$ cat config.mk
export PLATFORM = sky130hd
export DESIGN_NAME = time_display_driver
export DESIGN_NICKNAME = d
export VERILOG_FILES = /design/src/rtl/time_display_driver_pkg.sv /design/src/rtl/time_display_driver_bin2bcd_seq.sv /design/src/rtl/time_display_driver.sv
export SDC_FILE = /design/constraint.sdc
export NUM_CORES = 1
export LEC_CHECK = 0
export ABC_AREA = 1
export CORE_UTILIZATION = 55
export CTS_CLUSTER_DIAMETER = 200
export DETAILED_ROUTE_END_ITERATION = 16
export PLACE_DENSITY = 0.89
export SLEW_MARGIN = 25
export SYNTH_ARGS = -nofsm -noshare
export SYNTH_HDL_FRONTEND = slang
export SYNTH_SLANG_ARGS = --single-unit
$ cat constraint.sdc
create_clock -name clk -period 2.15 [get_ports clk]
set_clock_uncertainty 0.1 [all_clocks]
set_input_delay 0.215 -clock clk [delete_from_list [all_inputs] [get_ports clk]]
set_output_delay 0.215 -clock clk [all_outputs]
set_load 0.005 [all_outputs]
$ cat src/rtl/time_display_driver_pkg.sv
// Shared types and constants for the MM:SS display driver: FSM states,
// digit indices, double-dabble helpers and the 7-segment lookup.
package time_display_driver_pkg;

    typedef enum logic [1:0] {
        ST_IDLE = 2'd0,
        ST_CONV = 2'd1,
        ST_DONE = 2'd2
    } state_t;

    // One double-dabble iteration per input bit.
    localparam int ITER_COUNT = 6;

    localparam logic [1:0] DIG_SEC_ONES = 2'd0;
    localparam logic [1:0] DIG_SEC_TENS = 2'd1;
    localparam logic [1:0] DIG_MIN_ONES = 2'd2;
    localparam logic [1:0] DIG_MIN_TENS = 2'd3;

    // Active-high gfedcba patterns; codes 10..15 are blank.
    localparam logic [6:0] SEG_LUT [16] = '{
        7'h3F, 7'h06, 7'h5B, 7'h4F, 7'h66, 7'h6D, 7'h7D, 7'h07,
        7'h7F, 7'h6F, 7'h00, 7'h00, 7'h00, 7'h00, 7'h00, 7'h00
    };

    function automatic logic [6:0] seg_encode(input logic [3:0] digit);
        return SEG_LUT[digit];
    endfunction

    function automatic logic [3:0] dd_adjust(input logic [3:0] nibble);
        return (nibble >= 4'd5) ? nibble + 4'd3 : nibble;
    endfunction

endpackage

$ cat src/rtl/time_display_driver_bin2bcd_seq.sv
// Serial 6-bit double-dabble converter: i_start loads the value, then six
// add-3/shift iterations follow; o_done flags the cycle of the last shift.
module bin2bcd_seq
    import time_display_driver_pkg::*;
(
    input  logic       clk,
    input  logic       rst_n,
    input  logic       i_start,
    input  logic [5:0] i_bin,
    output logic [7:0] o_bcd,
    output logic       o_done
);

    logic [13:0] r_shift;
    logic [2:0]  r_cnt;
    logic        r_active;
    logic [13:0] w_adj;
    logic        w_last;

    assign w_adj  = {dd_adjust(r_shift[13:10]), dd_adjust(r_shift[9:6]), r_shift[5:0]};
    assign w_last = (r_cnt == 3'(ITER_COUNT - 1));

    always_ff @(posedge clk or negedge rst_n) begin
        if (!rst_n) begin
            r_shift  <= '0;
            r_cnt    <= '0;
            r_active <= 1'b0;
        end else if (i_start) begin
            r_shift  <= {8'h00, i_bin};
            r_cnt    <= '0;
            r_active <= 1'b1;
        end else if (r_active) begin
            r_shift <= {w_adj[12:0], 1'b0};
            if (w_last) begin
                r_active <= 1'b0;
            end else begin
                r_cnt <= r_cnt + 3'd1;
            end
        end
    end

    assign o_bcd  = r_shift[13:6];
    assign o_done = r_active && w_last;

endmodule

$ cat src/rtl/time_display_driver.sv
// MM:SS display driver: converts binary second/minute to BCD on change and
// scans the four digits of a multiplexed 7-segment display.
module time_display_driver
    import time_display_driver_pkg::*;
#(
    parameter int SCAN_DIV       = 4,
    parameter bit SEG_ACTIVE_LOW = 1'b0
) (
    input  logic       clk,
    input  logic       rst_n,
    input  logic [5:0] second,
    input  logic [5:0] minute,
    output logic [7:0] sec_bcd,
    output logic [7:0] min_bcd,
    output logic       busy,
    output logic       conv_done,
    output logic [6:0] seg,
    output logic [3:0] dig_sel
);

    localparam int         DIV_W   = (SCAN_DIV > 1) ? $clog2(SCAN_DIV) : 1;
    localparam logic [DIV_W-1:0] DIV_MAX = DIV_W'(SCAN_DIV - 1);
    localparam logic [6:0] SEG_INV = SEG_ACTIVE_LOW ? 7'h7F : 7'h00;

    state_t      r_state;
    state_t      w_state_next;
    logic [11:0] r_snap;
    logic [7:0]  r_sec_bcd;
    logic [7:0]  r_min_bcd;
    logic        r_conv_done;
    logic        w_change;
    logic        w_start;
    logic        w_load;
    logic        w_busy;
    logic [7:0]  w_sec_conv;
    logic [7:0]  w_min_conv;
    logic        w_sec_done;
    logic        w_min_done;

    assign w_change = ({minute, second} != r_snap);

    bin2bcd_seq u_sec_conv (
        .clk     (clk),
        .rst_n   (rst_n),
        .i_start (w_start),
        .i_bin   (second),
        .o_bcd   (w_sec_conv),
        .o_done  (w_sec_done)
    );

    bin2bcd_seq u_min_conv (
        .clk     (clk),
        .rst_n   (rst_n),
        .i_start (w_start),
        .i_bin   (minute),
        .o_bcd   (w_min_conv),
        .o_done  (w_min_done)
    );

    always_ff @(posedge clk or negedge rst_n) begin
        if (!rst_n) begin
            r_state <= ST_IDLE;
        end else begin
            r_state <= w_state_next;
        end
    end

    always_comb begin
        w_state_next = r_state;
        case (r_state)
            ST_IDLE: if (w_change) w_state_next = ST_CONV;
            ST_CONV: if (w_sec_done && w_min_done) w_state_next = ST_DONE;
            ST_DONE: w_state_next = ST_IDLE;
            default: w_state_next = ST_IDLE;
        endcase
    end

    always_comb begin
        w_start = 1'b0;
        w_load  = 1'b0;
        w_busy  = 1'b1;
        case (r_state)
            ST_IDLE: begin
                w_busy  = 1'b0;
                w_start = w_change;
            end
            ST_DONE: w_load = 1'b1;
            default: ;
        endcase
    end

    // Inputs seen while busy are not latched; the snapshot only moves at capture.
    always_ff @(posedge clk or negedge rst_n) begin
        if (!rst_n) begin
            r_snap      <= '0;
            r_sec_bcd   <= 8'h00;
            r_min_bcd   <= 8'h00;
            r_conv_done <= 1'b0;
        end else begin
            r_conv_done <= w_load;
            if (w_start) begin
                r_snap <= {minute, second};
            end
            if (w_load) begin
                r_sec_bcd <= w_sec_conv;
                r_min_bcd <= w_min_conv;
            end
        end
    end

    assign sec_bcd   = r_sec_bcd;
    assign min_bcd   = r_min_bcd;
    assign busy      = w_busy;
    assign conv_done = r_conv_done;

    logic [DIV_W-1:0] r_div;
    logic [1:0]       r_idx;
    logic [6:0]       r_seg;
    logic [3:0]       r_dig_sel;
    logic             w_wrap;
    logic [1:0]       w_idx_next;
    logic [3:0]       w_digit;

    assign w_wrap     = (r_div == DIV_MAX);
    assign w_idx_next = w_wrap ? r_idx + 2'd1 : r_idx;

    always_comb begin
        w_digit = r_sec_bcd[3:0];
        case (w_idx_next)
            DIG_SEC_ONES: w_digit = r_sec_bcd[3:0];
            DIG_SEC_TENS: w_digit = r_sec_bcd[7:4];
            DIG_MIN_ONES: w_digit = r_min_bcd[3:0];
            DIG_MIN_TENS: w_digit = r_min_bcd[7:4];
            default:      w_digit = r_sec_bcd[3:0];
        endcase
    end

    // seg and dig_sel are both derived from the next index so they move together.
    always_ff @(posedge clk or negedge rst_n) begin
        if (!rst_n) begin
            r_div     <= '0;
            r_idx     <= DIG_SEC_ONES;
            r_seg     <= SEG_LUT[0] ^ SEG_INV;
            r_dig_sel <= 4'b0001;
        end else begin
            r_div     <= w_wrap ? '0 : r_div + DIV_W'(1);
            r_idx     <= w_idx_next;
            r_seg     <= seg_encode(w_digit) ^ SEG_INV;
            r_dig_sel <= 4'b0001 << w_idx_next;
        end
    end

    assign seg     = r_seg;
    assign dig_sel = r_dig_sel;

endmodule

==> Word-level counts from Yosys, hierarchy flattened <==
Memories as Yosys holds them, arrays and structs flattened. A register that Yosys moved wholly into a read port is not among the register bits.
Index checks and enable logic that the tools add are counted.
{ "totals": {"reg_bits": 75, "latch_bits": 0, "ramBits": 0, "romBits": 112, "inputBits": 14, "output_inout_bits": 29, "elab_cells": 82, "mem_count": 1} }
{ "mem_list": {"columns": ["memory", "depth", "width", "rd", "rd_clocked_by_memory_dff", "wr", "line", "rtl"], "rows": [
  ["(name not given)", 16, 7, 1, 1, 0, "time_display_driver_pkg.sv:26", "return SEG_LUT[digit];"]
]} }
{ "op_classes": {"addsub": 8, "multipliers": 0, "div": 0, "n_lt_le_gt_ge": 4, "n_eq_ne": 13, "shifts": 1, "n_mux": 29, "n_bitwise": 1, "reduce_logical": 11} }
{ "op_table": {"columns": ["operator", "count"], "rows": [
  ["two-way mux 14 bit", 4],
  ["two-way mux 3 bit", 8],
  [">= comparator 4 x 3 -> 1 bit, second input constant", 4],
  ["case mux 4 bit (4 select lines)", 1],
  ["inequality test 12 bit", 1],
  ["two-way mux 1 bit", 9],
  ["adder 4 x 2 -> 4 bit, second input constant", 2],
  ["equality test 2 bit, second input constant", 4],
  ["two-way mux 2 bit", 4],
  ["two-way mux 4 bit", 2],
  ["adder 3 x 1 -> 3 bit, second input constant", 2],
  ["adder 3 x 2 -> 3 bit, second input constant", 2],
  ["equality test 3 bit, second input constant", 2],
  ["AND reduction 2 bit", 3],
  ["NOT 4 -> 5 bit", 1],
  ["adder 2 x 1 -> 2 bit, second input constant", 2],
  ["equality test 2 x 1 -> 1 bit, second input constant", 2],
  ["zero test 2 bit", 2],
  ["inequality test 2 x 1 -> 1 bit, second input constant", 2],
  ["inequality test 2 bit, second input constant", 2],
  ["case mux 2 bit (2 select lines)", 1],
  ["nonzero test 2 bit", 2],
  ["left shift 1 x 2 -> 4 bit, first input constant", 1],
  ["logical AND 1 bit", 3],
  ["zero test 1 bit", 1]
]} }

==> Depth between registers and ports, before layout <==
Gate-level depths: netlist of the first run.
{ "logic_depth": {"word_depth": 5, "mapped_depth": 15, "ltp_nobuf": 15} }

==> By module <==
A second synthesis of the first run with hierarchy kept.
{ "unflattened": {"cells_unflattened": 507, "area_unflattened_um2": 4295.4} }
{ "by_module_without_submodules": {"columns": ["mod", "instances", "cells_per_inst", "area_each_um2", "seq_area_each_um2"], "rows": [
  ["time_display_driver", 1, 263, 2208.4, 1159.9],
  ["bin2bcd_seq", 2, 122, 1043.5, 450.4]
]} }

==> Least setup slack after synthesis of the first run <==
Ideal clock, no wire load.
{ "synth_timing": {"path_type": "register to register", "from": "reg r_div[0]", "to": "reg r_seg[1] (netlist: seg[1])", "setup_ns": 0.081, "arrival_time_ns": 1.796, "t_required_ns": 1.969, "slack_ns": 0.173, "path_stages_with_launch": 13, "n_path_buf": 0, "synth_period_minus_slack_ns": 1.977, "path_cell_list": "dfrtp_1 > ha_1 > nand2_2 > nand2_2 > nand2_4 > inv_2 > nand2_1 > nor2_1 > nor2_2 > inv_1 > ha_1 > o21ai_0 > nand2_1"} }
{ "synth_between": {"elab_chain_cells": 5, "word_cells_on_any_way": 8, "classes_between": "eq/ne (4); mux (2); bitwise (1); reduce/logical (1)"} }
{ "synth_lines": {"columns": ["item", "line", "rtl"], "rows": [
  ["start: declaration", "time_display_driver.sv:116", "logic [DIV_W-1:0] r_div;"],
  ["start signal: assignment", "time_display_driver.sv:146", "r_div <= w_wrap ? '0 : r_div + DIV_W'(1);"],
  ["equality test 2 bit *", "time_display_driver.sv:124", "assign w_wrap = (r_div == DIV_MAX);"],
  ["two-way mux 2 bit *", "time_display_driver.sv:125", "assign w_idx_next = w_wrap ? r_idx + 2'd1 : r_idx;"],
  ["via w_idx_next[1]", "time_display_driver.sv:121", "logic [1:0] w_idx_next;"],
  ["equality test 2 bit (tied with other cells)", "time_display_driver.sv:129", "case (w_idx_next)"],
  ["case mux 4 bit (4 select lines) *", "time_display_driver.sv:129", null],
  ["NOT 4 -> 5 bit (not written as such) *", "time_display_driver_pkg.sv:26", null],
  ["end: declaration", "time_display_driver.sv:118", "logic [6:0] r_seg;"]
]} }
The timed path passes the listed nets; every way through them passes the cells marked *.
A chain may end at the register's enable or synchronous reset.

==> Final worst setup path of the first run <==
{ "layout_timing": {"from": "reg r_div[0]", "to": "reg r_seg[3] (netlist: seg[3])"} }
{ "layout_between": {"elab_chain_cells": 5, "word_cells_on_any_way": 8, "classes_between": "eq/ne (4); mux (2); bitwise (1); reduce/logical (1)"} }
{ "layout_lines": {"columns": ["item", "line"], "rows": [
  ["equality test 2 bit *", "time_display_driver.sv:124"],
  ["two-way mux 2 bit *", "time_display_driver.sv:125"],
  ["equality test 2 bit (tied with other cells)", "time_display_driver.sv:129"],
  ["case mux 4 bit (4 select lines) *", "time_display_driver.sv:129"],
  ["NOT 4 -> 5 bit (not written as such) *", "time_display_driver_pkg.sv:26"]
]} }
Every way passes the cells marked *; elsewhere a longest branch is shown, timed or not.

==> metrics.md, run 1 <==
| Metric | Value |
|---|---|
| Switching Fraction | 38.1% |
| CTS tree | yes |
| CP Class | register to register |
| Synth warn | 0 |
| Cell Count, Final, Fillers Out | 612 |
| CP peak stage delay | 0.39 ns |
| Data arrival time of the critical path | 2.21 ns |
| Final nets | 542 |
| Placer Congestion | 0.850 |
| Final period util | 93.9% |
| Bufs and invs on worst path | 3 |
| All-Layer GR Usage | 24.0% |
| Crit-path max FO | 4 |
| First-pass DRT Iterations | 4 |
| WL/cell | 13.0 µm |
| Vias | 3183 |
| Peak VDD IR | 0.000807 V |
| Hpwl dp | 5840 µm |
| Initial Util | 57.8% |
| Area Growth Syn to Fin | 19.9% |
| Setup TNS | 0 ns |
| Most used cell, CP | nand2_1 |
| Share of total power in the clock network | 15.5% |
| Startpoint types | register |
| Final Critical Period | 2.02 ns |
| Slew Viols, Final | 0 |
| Setup violators final | 0 |
| Worst relative slew slack | 63.0% |
| Die Y-Extent | 87.2 µm |
| Core ar. | 6910 µm² |
| Fmax | 495 MHz |
| Deepest clock path buffer count | 2 |
| Post-place setup slack | 0.0506 ns |
| PortBufs | 42 |
| Combinational Power Share | 42.6% |
| Worst-skew pair later-pin latency | 0.35 ns |
| MaxCap Viol Count | 0 |
| Top_reg_cell synth | dfrtp_1 |
| Status | finished, final reports clean |
| Cell count after synthesis | 457 |
| Syn Nets | 486 |
| Share of cells above drive strength 1 | 12.4% |
| Most common cell after layout, fill and taps aside | nand2_1 |
| RSZ-0062 raised after global routing | no |
| DRC Markers | 0 |
| Clk sinks | 82 |
| Worst path slowest cell | dfrtp_1 |
| Pwr dens | 1250 nW/µm² |
| Number of I/O pins | 43 |
| H-Tree Depth | 3 |
| Psw | 2.29 mW |
| Worst hold path type | input port to asynchronous set/reset pin |
| Netlist cell types | 30 |
| First-pass GRT wire length | 13700 µm |
| Pint | 3.72 mW |
| Sequential area share after synthesis | 51.6% |
| Fin. Hold Viols | 0 |
| Worst hold slack | 0.242 ns |
| DRT antenna net count | 0 |
| Ys async rst share | 100% |
| Synthesized area | 3990 µm² |
| Sequential power share | 41.8% |
| N_diodes | 0 |
| Least-Margin Pin Slew | 0.554 ns |
| Largest net degree at the start of global routing | 53 |
| Crit-path cells | ha_4, nand2_2, buf_4, buf_4, nand4_1, nand3_2, nor2_4, inv_4, ha_2, nand2_1, nand2_1, nand2_1, nand2_1 |
| Placed cells | 595 |
| Routed wire length | 7960 µm |
| Std-Cell Rows | 30 |
| Die Area | 7610 µm² |
| Commonest non-fill, non-tap cells in the layout | nand2_1 (101), dfrtp_1 (75), o21ai_0 (65) |
| Antenna violations before repair | 0 |
| Min setup slack post-route | 0.131 ns |
| Initial drt markers | 229 |
| Remaining global-route overflow | 0 |
| CP Capture Type | register |
| FF+latch count, synth | 82 |
| Top delay family on crit path | simple AND/OR/NAND/NOR gates |
| Die W | 87.2 µm |
| Post-synth EDFFs | 0 |
| Clock transition at path regs | 0.07 ns |
| Mean number of vias per cell | 5.20 |
| Vias in the first global route | 3121 |
| Average cell area after synthesis | 8.74 µm² |
| Clock Tree Root | clkbuf_8 |
| Leakage | 2.31 nW |
| Clock buffer count from CTS | 9 |
| Data required, critical path | 2.34 ns |
final cells by class:
type | instances | area (µm²)
clock buffer | 14 | 153
fill | 559 | 2120
inverter | 60 | 230
multi-input combinational | 303 | 1670
sequential | 82 | 2060
tap | 96 | 120
timing repair buffer | 57 | 558
power by group through the flow:
| stage | Combinational [mW] | Sequential [mW] | Clock [mW] |
|---|---|---|---|
| after floorplan | 1.72 | 2.47 | 0 |
| after global placement | 2.42 | 2.50 | 0 |
| after detailed placement | 2.57 | 2.54 | 0 |
| after CTS | 2.59 | 2.51 | 0.969 |
| after global routing | 2.94 | 2.57 | 1.04 |
| final | 2.56 | 2.51 | 0.934 |
repair_timing:
action,4_1_cts,5_1_grt
gates resized for setup,0,3
setup endpoints to repair,1,4
hold buffers,1,0
buffers inserted,2,0
pin swaps,1,3
hold endpoints to repair,30,0
cells in the mapped netlist (5+ instances only):
| cell | n | area [µm²] |
|---|---|---|
| xnor2_1 | 12 | 105 |
| nand2_2 | 5 | 31.3 |
| nand4_1 | 5 | 31.3 |
| nor2_1 | 28 | 105 |
| clkbuf_1 | 7 | 26.3 |
| a21oi_1 | 12 | 60.1 |
| o21ai_0 | 65 | 325 |
| ha_1 | 15 | 188 |
| inv_1 | 51 | 191 |
| xor2_1 | 5 | 43.8 |
| dfrtp_1 | 75 | 1880 |
| inv_2 | 5 | 18.8 |
| buf_2 | 5 | 25.0 |
| nand2_1 | 101 | 379 |
| dfstp_2 | 7 | 184 |
| nand3_1 | 26 | 130 |
per-layer routing:
metal	part of all wire [%]	global-route usage, %	wire length [µm]
met1	43	28.5	3400
met5	0	0	0
met3	5.0	5.40	394
met2	50	41.2	4020
met4	1.8	11.8	143
metrics by stage:
step	total power [mW]	utilization, %	area (µm²)
floorplan	4.18	-	3990
global placement	4.92	66.5	4600
detailed placement	5.10	66.5	4600
CTS	6.06	69.1	4770
global route	6.55	69.3	4790
finish	6.00	69.3	4790
logic make-up after synthesis:
group / synth area share (%)
multiplexers: 0.752
AO/OA/AOI/OAI: 10.3
buffers and inverters: 7.05
AND/OR/NAND/NOR: 21.8
flip-flops: 51.6
XOR/XNOR: 3.73
adder cells (fa/ha/maj): 4.70
sequential cells by signal, summed over array words and instances, names as in the netlist, 2 cells and up:
register            count
u_min_conv.r_cnt        3
min_bcd                 8
r_state                 2
dig_sel                 4
r_snap                 12
u_min_conv.r_shift     14
seg                     7
u_sec_conv.r_shift     14
r_div                   2
r_idx                   2
u_sec_conv.r_cnt        3
sec_bcd                 8
worst paths after layout:
path / endpoint / from / slack (ns) / cells after the start
max reg2reg: seg[3] / r_div[0] / 0.13 / 13
max: seg[3] / r_div[0] / 0.13 / 13
min in group clk: r_snap[4] / second[4] / 0.38 / 3
min reg2reg: r_div[0] / r_div[0] / 0.38 / 1
max in group asynchronous: seg[3] / rst_n / 1.06 / 3
min: r_div[0] / rst_n / 0.24 / 2
worst reg2reg max path, delay by kind of cell, from the launching register on:
| family | cells | cell delay, ns |
|---|---|---|
| DFF | 1 | 0.39 |
| buffers and inverters | 3 | 0.34 |
| adders and majority gates | 2 | 0.48 |
| and+or+nand+nor | 8 | 0.64 |
(Power assumes the default switching activity.)
==> run 2: changes to the inputs <==
--- a/config.mk
+++ b/config.mk
@@ -7,9 +7,12 @@
 export LEC_CHECK = 0
 export ABC_AREA = 1
 export CORE_UTILIZATION = 55
+export CTS_BUF_LIST = sky130_fd_sc_hd__clkbuf_8
 export CTS_CLUSTER_DIAMETER = 200
+export CTS_CLUSTER_SIZE = 12
 export DETAILED_ROUTE_END_ITERATION = 16
 export PLACE_DENSITY = 0.89
+export SKIP_CTS_REPAIR_TIMING = 1
 export SLEW_MARGIN = 25
 export SYNTH_ARGS = -nofsm -noshare
 export SYNTH_HDL_FRONTEND = slang
==> metrics.md, run 2 (synthesis gave the netlist of run 1 again) <==
| Metric | Value |
|---|---|
| Biggest regs | u_min_conv.r_shift: 14 flops, u_sec_conv.r_shift: 14 flops, r_snap: 12 flops |
| Crit-path max FO | 6 (+2) |
| Status | finished, final reports clean |
| Sequential power share | 41.9% (about the same) |
| First-pass GRT wire length | 13600 µm (-0.70%) |
| Initial Util | 57.8% (unchanged) |
| Vias in the first global route | 3116 (-0.16%) |
| Die Area | 7610 µm² (unchanged) |
| Core ar. | 6910 µm² (unchanged) |
| Cell Area, Placed | 4600 µm² (unchanged) |
| DRT antenna net count | 0 (unchanged) |
| N_diodes | 0 (unchanged) |
| Clk sinks | 82 (unchanged) |
| Placer Congestion | 0.850 (unchanged) |
| DRC Markers | 0 (unchanged) |
| Worst hold path type | input port to asynchronous set/reset pin |
| First-pass DRT Iterations | 4 (unchanged) |
| CTS tree | yes |
| Worst path slowest cell | dfrtp_1 |
| Clock Tree Root | clkbuf_8 |
| Largest net degree at the start of global routing | 53 (unchanged) |
| Crit-path cells | ha_4, nand2_4, nand2_2, nand2_4, buf_4, nand3_2, nand3_2, nor2_4, inv_4, ha_1, nand2_1, nand2_1, nand2_1, nand2_1 |
| Deepest clock path buffer count | 2 (unchanged) |
| CP Capture Type | register |
| Most used cell, CP | nand2_1 |
| Met3 GRT Util | 5.40% (unchanged) |
| Leakage | 2.34 nW (+1.3%) |
| Final Critical Period | 2.00 ns (-0.0212 ns) |
| GR Layer Usage met1 | 28.2% (-0.25 points) |
| Antenna violations before repair | 0 (unchanged) |
| Least-Margin Pin Slew | 0.567 ns (+0.0128 ns) |
| PortBufs | 42 (unchanged) |
| R2r endpoint | seg[3] |
| Die Y-Extent | 87.2 µm (unchanged) |
| Die W | 87.2 µm (unchanged) |
| Most common cell after layout, fill and taps aside | nand2_1 |
| Routed wire length | 8050 µm (+1.2%) |
| Startpoint types | register |
| Pint | 3.70 mW (-0.47%) |
| CP Class | register to register |
| Clock transition at path regs | 0.07 ns (about the same) |
| Worst-skew pair later-pin latency | 0.35 ns (about the same) |
| WL/cell | 13.2 µm (+1.3%) |
| Final period util | 92.9% (-0.98 points) |
| Commonest non-fill, non-tap cells in the layout | nand2_1 (100), dfrtp_1 (75), o21ai_0 (65) |
| MaxCap Viol Count | 0 (unchanged) |
| R2r worst-path depth | 14 (+1) |
| Pwr dens | 1250 nW/µm² (-0.17%) |
| Gr busiest metal | met2 |
| Psw | 2.29 mW (+0.19%) |
| All-Layer GR Usage | 23.8% (-0.14 points) |
| Share of cells above drive strength 1 | 12.2% (-0.17 points) |
| Vias | 3156 (-0.85%) |
| Number of I/O pins | 43 (unchanged) |
| Hpwl dp | 5840 µm (unchanged) |
| Remaining global-route overflow | 0 (unchanged) |
| Final instance area | 4790 µm² (about the same) |
| Slew Viols, Final | 0 (unchanged) |
| Data required, critical path | 2.33 ns (about the same) |
| Std-Cell Rows | 30 (unchanged) |
| Switching Fraction | 38.2% (+0.16 points) |
| Fin. Hold Viols | 0 (unchanged) |
| H-Tree Depth | 3 (unchanged) |
| R2R Path Start | r_div[0] |
| Top delay family on crit path | simple AND/OR/NAND/NOR gates |
| Bufs and invs on worst path | 2 (-1) |
| Worst relative slew slack | 62.2% (-0.85 points) |
| Area Growth Syn to Fin | 19.8% (about the same) |
| Final nets | 541 (-0.18%) |
| Peak VDD IR | 0.000807 V (about the same) |
| Fmax | 501 MHz (+1.1%) |
| Worst R2R Setup Slack | 0.15 ns (+0.02 ns) |
| Combinational Power Share | 42.7% (about the same) |
| Setup violators final | 0 (unchanged) |
| Fin util | 69.3% (about the same) |
| Mean number of vias per cell | 5.17 (-0.69%) |
| Clock buffer count from CTS | 9 (unchanged) |
| Total Power | 5.99 mW (-0.22%) |
| Initial drt markers | 210 (-8.3%) |
| Share of total power in the clock network | 15.3% (-0.2 points) |
| Data arrival time of the critical path | 2.18 ns (-0.03 ns) |
| Met2 track demand over resource | 40.7% (-0.43 points) |
| CP peak stage delay | 0.40 ns (about the same) |
run 2: cell types whose count changed in the layout (fill, tap and decap cells not counted), sizes merged:
cell / previous run / this run
buf: 15 / 14
clkbuf: 14 / 10
inv: 58 / 62
run 2: through the flow:
stage | cells | hold WS [ns] | setup WS, ns | setup TNS, ns
finish | 611 | 0.250 | 0.152 | 0
CTS | 609 | -0.308 | -0.00691 | -0.00691
detailed placement | 595 | 0.0774 | 0.0506 | 0
global placement | 595 | 0.0689 | 0.176 | 0
global route | 611 | 0.271 | -0.00624 | -0.00624
floorplan | 457 | -0.181 | 0.173 | 0
run 2: worst register-to-register path, stage by stage, from the launching register on:
cell	delay (ns)
dfrtp_1	0.40
ha_4	0.19
nand2_4	0.08
nand2_2	0.10
nand2_4	0.09
buf_4	0.15
nand3_2	0.05
nand3_2	0.09
nor2_4	0.15
inv_4	0.05
ha_1	0.26
nand2_1	0.06
nand2_1	0.04
nand2_1	0.06
nand2_1	0.05
run 2: how the worst max path moves through the flow:
| stage | startpoint | end | slack, ns | cells after the start |
|---|---|---|---|---|
| final | r_div[0] | seg[3] | 0.15 | 14 |
| after global routing | r_div[0] | seg[5] | -0.006 | 15 |
| after CTS | r_div[0] | seg[1] | -0.007 | 12 |
| after detailed placement | r_div[0] | seg[1] | 0.05 | 12 |
| after global placement | r_div[0] | seg[1] | 0.18 | 12 |
| after floorplan | r_div[0] | seg[1] | 0.17 | 12 |
run 2: power by group through the flow:
| stage | Sequential, mW | Clock [mW] | Combinational (mW) |
|---|---|---|---|
| 5_1_grt | 2.57 | 1.02 | 2.94 |
| 4_1_cts | 2.51 | 0.951 | 2.58 |
| 6_report | 2.51 | 0.919 | 2.56 |
| 2_1_floorplan | 2.47 | 0 | 1.72 |
| 3_3_place_gp | 2.50 | 0 | 2.42 |
| 3_5_place_dp | 2.54 | 0 | 2.57 |
run 2: layout make-up:
type / instances / area [µm²]
flip-flops and latches: 82 / 2060
repair buffers: 56 / 551
inverters: 60 / 230
well taps: 96 / 120
clock buffers: 10 / 138
fillers: 556 / 2120
multi-input cells: 303 / 1670
clock inverters: 4 / 15.0
run 2: layer usage:
| metal | share of wire (%) | wire (µm) |
|---|---|---|
| met3 | 4.9 | 395 |
| met5 | 0 | 0 |
| met4 | 1.5 | 122 |
| met2 | 51 | 4130 |
| met1 | 42 | 3410 |
